### src/rtl/serial_frame_rx_msb.sv
// MSB-first serial frame receiver: oversampled start/data/stop decoding with
// a stop-bit framing check and a one-cycle valid strobe per good word.
module serial_frame_rx_msb #(
  parameter int DATA_W      = 8,
  parameter int OSR         = 16,
  parameter int SYNC_STAGES = 2
) (
  input  logic              clk,
  input  logic              reset,
  input  logic              smp_tick,
  input  logic              rxd,
  input  logic              clr_err,
  output logic [DATA_W-1:0] data_out,
  output logic              data_valid,
  output logic              frame_err,
  output logic              busy
);

  localparam int CW = $clog2(OSR);
  localparam int BW = $clog2(DATA_W);
  localparam logic [CW-1:0] TICK_HALF = CW'(OSR/2 - 1);
  localparam logic [CW-1:0] TICK_LAST = CW'(OSR - 1);
  localparam logic [BW-1:0] BIT_LAST  = BW'(DATA_W - 1);

  typedef enum logic [2:0] {IDLE, START, DATA, STOP, BREAK} state_t;

  state_t                 state, nxt_state;
  logic [CW-1:0]          tick_cnt, nxt_tick;
  logic [BW-1:0]          bit_cnt, nxt_bit;
  logic [DATA_W-1:0]      shreg, nxt_shreg;
  logic [SYNC_STAGES-1:0] sync;
  logic                   rxd_s, load_out, set_err;

  // Synchronizer resets to the idle level so reset never looks like a start bit.
  always_ff @(posedge clk or negedge reset) begin
    if (!reset) sync <= '1;
    else        sync <= {sync[SYNC_STAGES-2:0], rxd};
  end
  assign rxd_s = sync[SYNC_STAGES-1];

  always_comb begin
    nxt_state = state;
    nxt_tick  = tick_cnt;
    nxt_bit   = bit_cnt;
    nxt_shreg = shreg;
    load_out  = 1'b0;
    set_err   = 1'b0;
    if (smp_tick) begin
      case (state)
        IDLE: if (!rxd_s) begin
          nxt_state = START;
          nxt_tick  = '0;
        end
        START: if (tick_cnt == TICK_HALF) begin
          nxt_tick  = '0;
          nxt_bit   = '0;
          nxt_state = rxd_s ? IDLE : DATA;
        end else begin
          nxt_tick = tick_cnt + CW'(1);
        end
        DATA: if (tick_cnt == TICK_LAST) begin
          nxt_shreg = {shreg[DATA_W-2:0], rxd_s};
          nxt_tick  = '0;
          if (bit_cnt == BIT_LAST) begin
            nxt_bit   = '0;
            nxt_state = STOP;
          end else begin
            nxt_bit = bit_cnt + BW'(1);
          end
        end else begin
          nxt_tick = tick_cnt + CW'(1);
        end
        STOP: if (tick_cnt == TICK_LAST) begin
          nxt_tick = '0;
          if (rxd_s) begin
            nxt_state = IDLE;
            load_out  = 1'b1;
          end else begin
            nxt_state = BREAK;
            set_err   = 1'b1;
          end
        end else begin
          nxt_tick = tick_cnt + CW'(1);
        end
        // Held-low line must return high before a new start is accepted.
        BREAK: if (rxd_s) begin
          nxt_state = IDLE;
          nxt_tick  = '0;
        end
        default: begin
          nxt_state = IDLE;
          nxt_tick  = '0;
          nxt_bit   = '0;
        end
      endcase
    end
  end

  always_ff @(posedge clk or negedge reset) begin
    if (!reset) begin
      state      <= IDLE;
      tick_cnt   <= '0;
      bit_cnt    <= '0;
      shreg      <= '0;
      data_out   <= '0;
      data_valid <= 1'b0;
      frame_err  <= 1'b0;
      busy       <= 1'b0;
    end else begin
      state      <= nxt_state;
      tick_cnt   <= nxt_tick;
      bit_cnt    <= nxt_bit;
      shreg      <= nxt_shreg;
      data_valid <= load_out;
      busy       <= (nxt_state != IDLE);
      if (load_out) data_out <= shreg;
      if (set_err)      frame_err <= 1'b1;
      else if (clr_err) frame_err <= 1'b0;
    end
  end

endmodule

### config.mk
export PLATFORM = sky130hd
export DESIGN_NAME = serial_frame_rx_msb
export DESIGN_NICKNAME = d
export VERILOG_FILES = /design/src/rtl/serial_frame_rx_msb.sv
export SDC_FILE = /design/constraint.sdc
export NUM_CORES = 1
export LEC_CHECK = 0
export ABC_AREA = 1
export CAP_MARGIN = 40
export CORE_UTILIZATION = 59
export DETAILED_ROUTE_END_ITERATION = 8
export MAX_ROUTING_LAYER = met4
export PLACE_DENSITY = 0.82
export REMOVE_ABC_BUFFERS = 1
export SKIP_CTS_REPAIR_TIMING = 1
export SLEW_MARGIN = 25
export SYNTH_ARGS = -nofsm -noshare
export SYNTH_HDL_FRONTEND = slang
export SYNTH_SLANG_ARGS = --single-unit
### constraint.sdc
create_clock -name clk -period 2.3 [get_ports clk]
set_input_delay 0.69 -clock clk [delete_from_list [all_inputs] [get_ports clk]]
set_output_delay 0.69 -clock clk [all_outputs]
set_load 0.005 [all_outputs]
==> results.md <==
* Status: complete, no violations
* Post-synth top area cell: dfrtp_1
* Syn Std Cell Area at approximately 1500 µm²
* Top-count cell post-synth: nand2_1
* Hold path cells at 0
* DRC at 0
* Final std cells w/o fill at 205
* H-tree levels at 2
* Worst path max stage delay at 0.50 ns
* Reg2reg start: tick_cnt[0]
* Layout cells sized above 1 at 23.2%
* Crit path DAT at about 1.2 ns
* Drt via density at 5.41
* Static Leak at 0.000829 µW
* Die X at 51.9 µm
* Clock skew at 0.00647 ns
* DRT Pass-1 Iters at 4
* Largest net degree at the start of global routing at 32
* Yosys reg bits at 31
* Critical path required time at 1.61 ns
* Routability cong. at 1.03
* # rows at 17
* Antenna Cells at 0
* WL/cell at about 13 µm
* Clock Path Buffers at 2
* Worst skew pair latency at between 0.3 and 0.4 ns
* Cell count after synthesis at 156
* Pwr dens at 736 nW/µm²
* R2r endpoint: data_out[1]
* Die area at 2690 µm²
* Synth top area share at 49.4%
* Yosys cell types at 23
* CORE AREA at between 2000 and 2500 µm²
* Tcrit/Tclk final at 82.4%
* Placed cell count at around 200
* FMAX at 0.528 GHz
* Post-synthesis sequential area ratio at 53.0%
* Startpoint types: flip-flop
* Routed Antenna Nets at 0
* Peak supply drop at 0.000630 V
* Area delta synth->final at 16.2%
* Final HPWL DP at 1880 µm
* Crit path capture type: output pin
* Boundary Pins at 16
* TritonCTS clock tree: yes
* First-pass GRT wire length at between 4000 and 5000 µm
* Synth warn at 0
* Main synth FF type: dfrtp_1
* Final-report setup violation count at 0
* Crit-path leading delay family: buffers and inverters
* Max-slew violation count at 0
* Worst-path fanout max at 2
* Worst hold endpoint: sync[1]
* CP Class: flip-flop to output pin
* Post-synthesis area per instance at 9.41 µm²
* RSZ-0062 raised after global routing: no
* Vias in the first global route at 1076
* CTS sink cnt at 31
* Slowest-stage cell, CP: clkdlybuf4s50_1
* Max-cap violations at 0
* NumNets Final at 185
* Final Hold Fails at 0
* Slew headroom at roughly 72%
* Final wirelength at 2580 µm
* Clk root buf: clkbuf_4
* Iteration-0 DRC count of the detailed router at 38
* Worst Path Buf+Inv at 1
* Async SR Flop Fraction at 100%
* GRT overflow at 0
* Gr usage total at 24.9%
* Tot Pwr at 1250 µW
* Largest cells by area after synthesis: dfrtp_1 49%, nand2_1 10%, o21ai_2 9.0%, inv_1 3.8%, nand3_1 3.8%
* Min Clock Period, post-route at 1.90 ns
* DR vias at 1109
* Final core utilization at about 75%
* Starting Density at 64.5%
* Antenna violations before repair at 0
* CP cell instances: clkdlybuf4s50_1
* Post-synth EDFFs at 0
* Die height at 51.9 µm
* Cts bufs inserted at 5
* Worst min-delay path category: flip-flop to flip-flop
* R2R setup slack at about 0.77 ns
* Synth cell count leaders: 41 x nand2_1, 29 x dfrtp_1, 15 x inv_1, 15 x o21ai_2, 12 x nor2_1
* Port-buffer cells at 15
* R2R depth at 6
* Hold_sp: sync[0]
* Clock slew at reported path FFs at 0.09 ns
* Setup TNS at 0 ns
* Tightest Pin Transition at a little over 0.4 ns
sequential cells by signal, summed over array words and instances, names as in the netlist:
signal and flops:
tick_cnt 4, shreg 8, data_valid 1, data_out 8, state 3, sync 2, bit_cnt 3, frame_err 1
busy 1
cells in the final DEF, fill, tap and decap left out, drive strengths merged, types with 3 or more instances in the layout:
| master | synthesis | routed |
|---|---|---|
| a21oi | 4 | 4 |
| nor2 | 15 | 15 |
| inv | 18 | 18 |
| nand2 | 47 | 47 |
| nand3 | 13 | 13 |
| ha | 3 | 3 |
| clkbuf | 0 | 6 |
| o21ai | 16 | 16 |
| clkdlybuf4s50 | 0 | 15 |
| dfrtp | 29 | 29 |
cell families (layout without fill, tap and decap cells):
| kind of cell | Yosys count | in the layout | synth area share, % |
|---|---|---|---|
| and+or+nand+nor | 78 | 78 | 25.1 |
| DFF | 31 | 31 | 53.0 |
| AOI/OAI and AO/OA | 22 | 22 | 11.9 |
| buffers and inverters | 21 | 42 | 6.90 |
| adders and majority gates | 3 | 3 | 2.56 |
| xor gates and xnor gates | 1 | 1 | 0.597 |
stage by stage:
| stage | hold slack, ns | cell area, µm² | setup WS (ns) |
|---|---|---|---|
| after detailed placement | 0.348 | 1630 | 0.122 |
| final | 0.361 | 1710 | 0.405 |
| after floorplan | 0.345 | 1430 | 0.870 |
| after global placement | 0.346 | 1630 | 0.170 |
| after global routing | 0.369 | 1710 | 0.346 |
| after CTS | 0.362 | 1710 | 0.388 |
layout make-up:
type | instances | area (µm²)
Fill cell | 167 | 571
Inverter | 18 | 67.6
Multi-Input combinational cell | 104 | 588
Tap cell | 28 | 35.0
Clock inverter | 1 | 30.0
Sequential cell | 31 | 778
Clock buffer | 6 | 41.3
Timing Repair Buffer | 17 | 165
how the worst max path moves through the flow:
| stage | slack (ns) | cells after the start | startpoint | to |
|---|---|---|---|---|
| final | 0.40 | 1 | data_out[5] | data_out[5] |
| after global routing | 0.35 | 1 | data_out[6] | data_out[6] |
| after CTS | 0.39 | 1 | data_out[5] | data_out[5] |
| after detailed placement | 0.12 | 5 | smp_tick | bit_cnt[0] |
| after global placement | 0.17 | 5 | smp_tick | bit_cnt[0] |
| after floorplan | 0.87 | 4 | smp_tick | bit_cnt[0] |
metal layers:
metal	part of all wire (%)	up-vias	wire [µm]	GRT usage, %
li1	-	542	-	-
met5	0	-	0	-
met4	2.1	0	53	10.8
met2	50	32	1280	39.7
met1	43	527	1100	28.0
met3	5.7	8	146	9.06
report_power, final:
part / switching [µW] / internal [µW] / leakage (µW)
clock: 176 / 224 / 0.0000383
sequential: 40.6 / 590 / 0.000420
combinational: 138 / 86.1 / 0.000371
total: 355 / 900 / 0.000829
worst register-to-register path, stage by stage, from the launching register on:
cell	delay, ns
dfrtp_1	0.38
ha_1	0.21
nand3_2	0.15
inv_2	0.14
nand4_4	0.27
nand2_1	0.20
o21ai_2	0.07
(Power assumes the default switching activity.)
